### src/rtl/tlc_tod_if.sv
// Time-of-day bus between the traffic light controller and tlc_tod_clock:
// count/load controls in one direction, BCD time, peak and strobes in the other.
interface tlc_tod_if;
    logic       ena;
    logic       load;
    logic [7:0] load_hh;
    logic [7:0] load_mm;
    logic [7:0] load_ss;
    logic       load_pm;
    logic [7:0] hh;
    logic [7:0] mm;
    logic [7:0] ss;
    logic       pm;
    logic       peak;
    logic       sec_tick;
    logic       load_err;

    modport master (
        output ena, load, load_hh, load_mm, load_ss, load_pm,
        input  hh, mm, ss, pm, peak, sec_tick, load_err
    );

    modport slave (
        input  ena, load, load_hh, load_mm, load_ss, load_pm,
        output hh, mm, ss, pm, peak, sec_tick, load_err
    );
endinterface

### src/rtl/tlc_tod_clock.sv
// 12-hour BCD time-of-day clock with prescaler, time load and peak-hour decode
// for the traffic light controller.
module tlc_tod_clock #(
    parameter int         TICKS_PER_SEC = 1,
    parameter logic [7:0] PEAK_AM_START = 8'h08,
    parameter logic [7:0] PEAK_AM_END   = 8'h10,
    parameter logic [7:0] PEAK_PM_START = 8'h05,
    parameter logic [7:0] PEAK_PM_END   = 8'h07
) (
    input logic       clk,
    input logic       reset,
    tlc_tod_if.slave  bus
);

    localparam int PW = (TICKS_PER_SEC > 1) ? $clog2(TICKS_PER_SEC) : 1;
    localparam logic [PW-1:0] PRESC_LAST = PW'(TICKS_PER_SEC - 1);

    logic [PW-1:0] presc;
    logic [7:0]    hh;
    logic [7:0]    mm;
    logic [7:0]    ss;
    logic          pm;
    logic          sec_tick;
    logic          load_err;

    logic          wrap;
    logic          load_ok;
    logic [7:0]    hh_nxt;
    logic [7:0]    mm_nxt;
    logic [7:0]    ss_nxt;
    logic          pm_nxt;

    function automatic logic bcd_ok(input logic [7:0] v, input logic [7:0] max);
        return (v[3:0] <= 4'd9) && (v[7:4] <= 4'd9) && (v <= max);
    endfunction

    function automatic logic [7:0] bcd_inc(input logic [7:0] v);
        if (v[3:0] == 4'd9)
            return {v[7:4] + 4'd1, 4'd0};
        else
            return {v[7:4], v[3:0] + 4'd1};
    endfunction

    assign wrap = bus.ena && (presc == PRESC_LAST);

    assign load_ok = bcd_ok(bus.load_hh, 8'h12) && (bus.load_hh != 8'h00) &&
                     bcd_ok(bus.load_mm, 8'h59) &&
                     bcd_ok(bus.load_ss, 8'h59);

    // One-second advance of the current time, with carries rippling ss -> mm -> hh -> pm
    always_comb begin
        ss_nxt = ss;
        mm_nxt = mm;
        hh_nxt = hh;
        pm_nxt = pm;
        if (ss == 8'h59) begin
            ss_nxt = 8'h00;
            if (mm == 8'h59) begin
                mm_nxt = 8'h00;
                if (hh == 8'h12) begin
                    hh_nxt = 8'h01;
                end else begin
                    hh_nxt = bcd_inc(hh);
                    if (hh == 8'h11)
                        pm_nxt = ~pm;
                end
            end else begin
                mm_nxt = bcd_inc(mm);
            end
        end else begin
            ss_nxt = bcd_inc(ss);
        end
    end

    always_ff @(posedge clk) begin
        if (reset) begin
            presc    <= '0;
            hh       <= 8'h12;
            mm       <= 8'h00;
            ss       <= 8'h00;
            pm       <= 1'b0;
            sec_tick <= 1'b0;
            load_err <= 1'b0;
        end else if (bus.load && load_ok) begin
            presc    <= '0;
            hh       <= bus.load_hh;
            mm       <= bus.load_mm;
            ss       <= bus.load_ss;
            pm       <= bus.load_pm;
            sec_tick <= 1'b0;
            load_err <= 1'b0;
        end else begin
            // A rejected load still lets a due second advance go through
            load_err <= bus.load;
            sec_tick <= wrap;
            if (bus.ena)
                presc <= wrap ? '0 : presc + 1'b1;
            if (wrap) begin
                hh <= hh_nxt;
                mm <= mm_nxt;
                ss <= ss_nxt;
                pm <= pm_nxt;
            end
        end
    end

    assign bus.hh       = hh;
    assign bus.mm       = mm;
    assign bus.ss       = ss;
    assign bus.pm       = pm;
    assign bus.sec_tick = sec_tick;
    assign bus.load_err = load_err;
    assign bus.peak     = (!pm && (hh >= PEAK_AM_START) && (hh <= PEAK_AM_END)) ||
                          ( pm && (hh >= PEAK_PM_START) && (hh <= PEAK_PM_END));

endmodule
### src/flat_wrapper.sv
// flat-port wrapper written by rule: the top's interface ports become plain ports
module tlc_tod_clock_flat 
#(
    parameter int         TICKS_PER_SEC = 1,
    parameter logic [7:0] PEAK_AM_START = 8'h08,
    parameter logic [7:0] PEAK_AM_END   = 8'h10,
    parameter logic [7:0] PEAK_PM_START = 8'h05,
    parameter logic [7:0] PEAK_PM_END   = 8'h07
)
  (clk, reset, bus_ena, bus_load, bus_load_hh, bus_load_mm, bus_load_ss, bus_load_pm, bus_hh, bus_mm, bus_ss, bus_pm, bus_peak, bus_sec_tick, bus_load_err);
  tlc_tod_if bus_i ();
  input logic clk;
  input logic reset;
  input wire logic [$bits(bus_i.ena)-1:0] bus_ena;
  input wire logic [$bits(bus_i.load)-1:0] bus_load;
  input wire logic [$bits(bus_i.load_hh)-1:0] bus_load_hh;
  input wire logic [$bits(bus_i.load_mm)-1:0] bus_load_mm;
  input wire logic [$bits(bus_i.load_ss)-1:0] bus_load_ss;
  input wire logic [$bits(bus_i.load_pm)-1:0] bus_load_pm;
  output wire logic [$bits(bus_i.hh)-1:0] bus_hh;
  output wire logic [$bits(bus_i.mm)-1:0] bus_mm;
  output wire logic [$bits(bus_i.ss)-1:0] bus_ss;
  output wire logic [$bits(bus_i.pm)-1:0] bus_pm;
  output wire logic [$bits(bus_i.peak)-1:0] bus_peak;
  output wire logic [$bits(bus_i.sec_tick)-1:0] bus_sec_tick;
  output wire logic [$bits(bus_i.load_err)-1:0] bus_load_err;
  assign bus_i.ena = bus_ena;
  assign bus_i.load = bus_load;
  assign bus_i.load_hh = bus_load_hh;
  assign bus_i.load_mm = bus_load_mm;
  assign bus_i.load_ss = bus_load_ss;
  assign bus_i.load_pm = bus_load_pm;
  assign bus_hh = bus_i.hh;
  assign bus_mm = bus_i.mm;
  assign bus_ss = bus_i.ss;
  assign bus_pm = bus_i.pm;
  assign bus_peak = bus_i.peak;
  assign bus_sec_tick = bus_i.sec_tick;
  assign bus_load_err = bus_i.load_err;
  tlc_tod_clock #(.TICKS_PER_SEC(TICKS_PER_SEC), .PEAK_AM_START(PEAK_AM_START), .PEAK_AM_END(PEAK_AM_END), .PEAK_PM_START(PEAK_PM_START), .PEAK_PM_END(PEAK_PM_END)) u_core (.clk(clk), .reset(reset), .bus(bus_i));
endmodule
### config.mk
export PLATFORM = sky130hd
export DESIGN_NAME = tlc_tod_clock_flat
export DESIGN_NICKNAME = d
export VERILOG_FILES = /design/src/rtl/tlc_tod_if.sv /design/src/rtl/tlc_tod_clock.sv /design/src/flat_wrapper.sv
export SDC_FILE = /design/constraint.sdc
export NUM_CORES = 1
export LEC_CHECK = 0
export ABC_AREA = 1
export CAP_MARGIN = 20
export CORE_ASPECT_RATIO = 0.6
export CORE_MARGIN = 3
export CORE_UTILIZATION = 50
export CTS_CLUSTER_DIAMETER = 50
export DETAILED_ROUTE_END_ITERATION = 8
export PLACE_DENSITY = 0.9
export SLEW_MARGIN = 30
export SYNTH_ARGS = -nofsm -noshare
export SYNTH_HDL_FRONTEND = slang
export SYNTH_SLANG_ARGS = --single-unit
### constraint.sdc
create_clock -name clk -period 2.75 [get_ports clk]
set_input_delay 0.275 -clock clk [delete_from_list [all_inputs] [get_ports clk]]
set_output_delay 0.275 -clock clk [all_outputs]
set_load 0.01 [all_outputs]
==> impl_metrics.json <==
{
  "ant_nets": 0,
  "ys_ff_latch": 28,
  "drive_above_1_share": 0.0647,
  "drc_errors": 0,
  "fp.dieH_um": 55.8,
  "leakagePower_uw": 0.00122,
  "n_antenna_cell": 0,
  "cts_post_setup_buffers_inserted": 0,
  "gr-total-overflow": 0,
  "power.density_nw_per_um2": 287,
  "n_fill_cell": 319,
  "finalSetupTns_ps": 0,
  "r2r_cells": 8,
  "ff2ff_setup_slack_ps": 680,
  "area_delta_synth_final_pct": 30.6,
  "cp.required_ps": 2480,
  "wirelength_um": 5570,
  "holdWs_ps": 456,
  "final_util": 0.709,
  "final_max_slew_viol_count": 0,
  "wl_per_cell_um": 13.3,
  "setup.worst_path.end_class": "output port",
  "htree_levels": 1,
  "rows": 17,
  "combPwrFrac": 0.138,
  "ys_seq_area_frac": 0.271,
  "switchingPower_uw": 180,
  "slowest_stage": "clkdlybuf4s50_1",
  "min_period_over_period": 0.885,
  "avgSynthCellArea_sq_um": 6.56,
  "outcome": "finished clean",
  "clkPwrFrac": 0.328,
  "clock_sinks": 28,
  "path_clk_slew_ps": 90,
  "max_freq_ghz": 0.411,
  "track_usage": 0.237,
  "crit_type": "reg2out",
  "worst_pin_slew_ps": 637,
  "crit_family": "buffers and inverters",
  "rsz0062_at_grt": "no",
  "vias": 2266,
  "yosys_warnings": 0,
  "internal-power_uw": 596,
  "die_area_sq_um": 4970,
  "io_buffer_count": 56,
  "drv_cap": 0,
  "slowest_delay_ps": 550,
  "swShare": 0.232,
  "synth_area_sq_um": 2070,
  "seq_power_share": 0.534,
  "worstPathArrival_ps": 2160,
  "syn-instance-count": 315,
  "routed_via_density": 5.42,
  "initial_core_util": 0.543,
  "hold_class": "reg2reg",
  "grt_pass1_vias": 2097,
  "grt_max_degree": 23,
  "antenna_found_initial": 0,
  "numCtsBuffers": 3,
  "io-pin-count": 57,
  "finClkSkew_ps": 2.97,
  "post-route-min-period_ps": 2430,
  "r2r_end": "u_core.bus.hh[1]$_SDFFE_PP1P_",
  "post_cts_resized": 0,
  "drtIter0Drc": 167,
  "place.gp.congestion": 0.880,
  "coreArea_sq_um": 3810,
  "r2r-start": "u_core.bus.mm[0]$_SDFFE_PP0P_",
  "first_pass_iters": 5,
  "hold_violations": 0,
  "root_buffer": "clkbuf_8",
  "hpwl_um": 4360,
  "clk_path_buf_depth": 2,
  "final_design_area_no_fill_sq_um": 2700,
  "setup_viol": 0,
  "vdd_drop_max_uv": 183,
  "place_area_sq_um": 2640,
  "clk_latency_ps": 270,
  "path_buf_inv": 2,
  "slew_headroom": 0.575,
  "critPathMaxFanout": 7,
  "hold_path.startpoint": "u_core.presc$_SDFFE_PP0P_",
  "final_common_cell": "nand2_1",
  "worst_hold_path.endpoint": "u_core.presc$_SDFFE_PP0P_",
  "start_kind": "flop",
  "grt_pass1_wl_um": 9640,
  "yosysUniqueCellTypes": 33,
  "layout.nets": 413,
  "syn_nets": 356,
  "die_w_um": 89.0,
  "ctsHoldBuffers": 0,
  "crit_chain": "inv_1, ha_1, nand2_1, o32ai_1, nand4_1, a21boi_0, clkdlybuf4s50_1",
  "cts_tree": "yes",
  "hold_path_depth": 2,
  "mostFrequentLayoutCells": "nand2_1 (59), nor2_1 (56), clkdlybuf4s50_1 (56)"
}
## logic make-up (layout without fill, tap and decap cells)
group                    after synthesis  in the layout  synth area share
adder cells (fa/ha/maj)               12             12            0.0726
flip-flops                            28             28             0.271
AO/OA/AOI/OAI                         47             47             0.138
buffers and inverters                 47            103             0.104
XOR/XNOR                               9              9            0.0381
AND/OR/NAND/NOR                      172            172             0.376
## worst reg2reg max path: stages, from the launching register on
cell,delay (ps)
dfxtp_1,440
ha_1,190
nand2_1,50
nor2_1,150
nand4_2,210
o31ai_4,590
inv_1,170
nand2_1,100
nand3_1,60
## area by class of cell
cell class	count	area, sq um	area share
Sequential cell	28	561	0.208
Clock buffer	4	55.1	0.0204
Inverter	40	150	0.0556
Timing Repair Buffer	59	583	0.216
Multi-Input combinational cell	240	1290	0.478
Tap cell	47	58.8	0.0218
## synth_stat cells
cell type | n | area [sq um]
nor2_2 | 3 | 18.8
nand4_1 | 5 | 31.3
nand3_1 | 33 | 165
xnor2_1 | 5 | 43.8
buf_6 | 5 | 56.3
o32ai_1 | 1 | 8.76
ha_1 | 12 | 150
inv_2 | 1 | 3.75
nand3b_4 | 1 | 20.0
xor2_1 | 4 | 35.0
o21ai_2 | 4 | 35.0
a21boi_0 | 1 | 7.51
a31oi_1 | 2 | 12.5
nand3_2 | 1 | 10.0
clkbuf_1 | 1 | 3.75
dfxtp_1 | 28 | 561
o21ai_1 | 15 | 75.1
nand2_2 | 2 | 12.5
buf_2 | 1 | 5.00
nand4_2 | 1 | 12.5
inv_1 | 39 | 146
nor2_1 | 56 | 210
nand2_1 | 59 | 221
o21ai_0 | 15 | 75.1
nor2_4 | 1 | 11.3
o31ai_1 | 1 | 7.51
nand3b_1 | 3 | 22.5
o31ai_2 | 1 | 12.5
nor3_1 | 5 | 25.0
a21oi_1 | 6 | 30.0
nor3_2 | 1 | 10.0
nor2b_1 | 1 | 6.26
o31ai_4 | 1 | 21.3
## how the worst max path moves through the flow
stage	slack [ps]	end	depth (start not counted)	startpoint
detailed placement	270	u_core.bus.hh[7]$_SDFFE_PP0P_	11	bus_load
CTS	320	bus_peak	7	u_core.bus.hh[4]$_SDFFE_PP1P_
global placement	390	u_core.bus.hh[4]$_SDFFE_PP1P_	11	bus_load
finish	320	bus_peak	7	u_core.bus.hh[4]$_SDFFE_PP1P_
global route	90	bus_peak	7	u_core.bus.hh[4]$_SDFFE_PP1P_
floorplan	1060	u_core.bus.hh[4]$_SDFFE_PP1P_	9	u_core.bus.mm[0]$_SDFFE_PP0P_
## flip-flops by register name, indices dropped and copies added (netlist names)
| signal | cells |
|---|---|
| u_core.bus.sec_tick | 1 |
| u_core.bus.ss | 8 |
| u_core.bus.hh | 8 |
| u_core.bus.load_err | 1 |
| u_core.presc | 1 |
| u_core.bus.pm | 1 |
| u_core.bus.mm | 8 |
## metrics by stage
stage | total power, uW | std cells | setup slack (ps)
after floorplan | 463 | 315 | 1060
after global placement | 526 | 414 | 395
after detailed placement | 529 | 414 | 266
after CTS | 781 | 418 | 317
after global routing | 808 | 418 | 86.2
final | 776 | 418 | 317
## routing by layer
metal  up-vias  GRT usage  routed length [um]
met2       118      0.336                2250
li1       1133          -                   -
met4         0     0.0616                  74
met1      1002      0.346                2640
met3        13     0.0695                 607
met5         -          0                   0
## power by group through the flow
stage          logic [uW]  clock network, uW  registers (uW)
4_1_cts               106                261             414
5_1_grt               116                276             415
3_5_place_dp          105                  0             424
6_report              107                255             414
2_1_floorplan        38.3                  0             425
3_3_place_gp          103                  0             424
No activity file was read; power rests on OpenSTA's default activity.
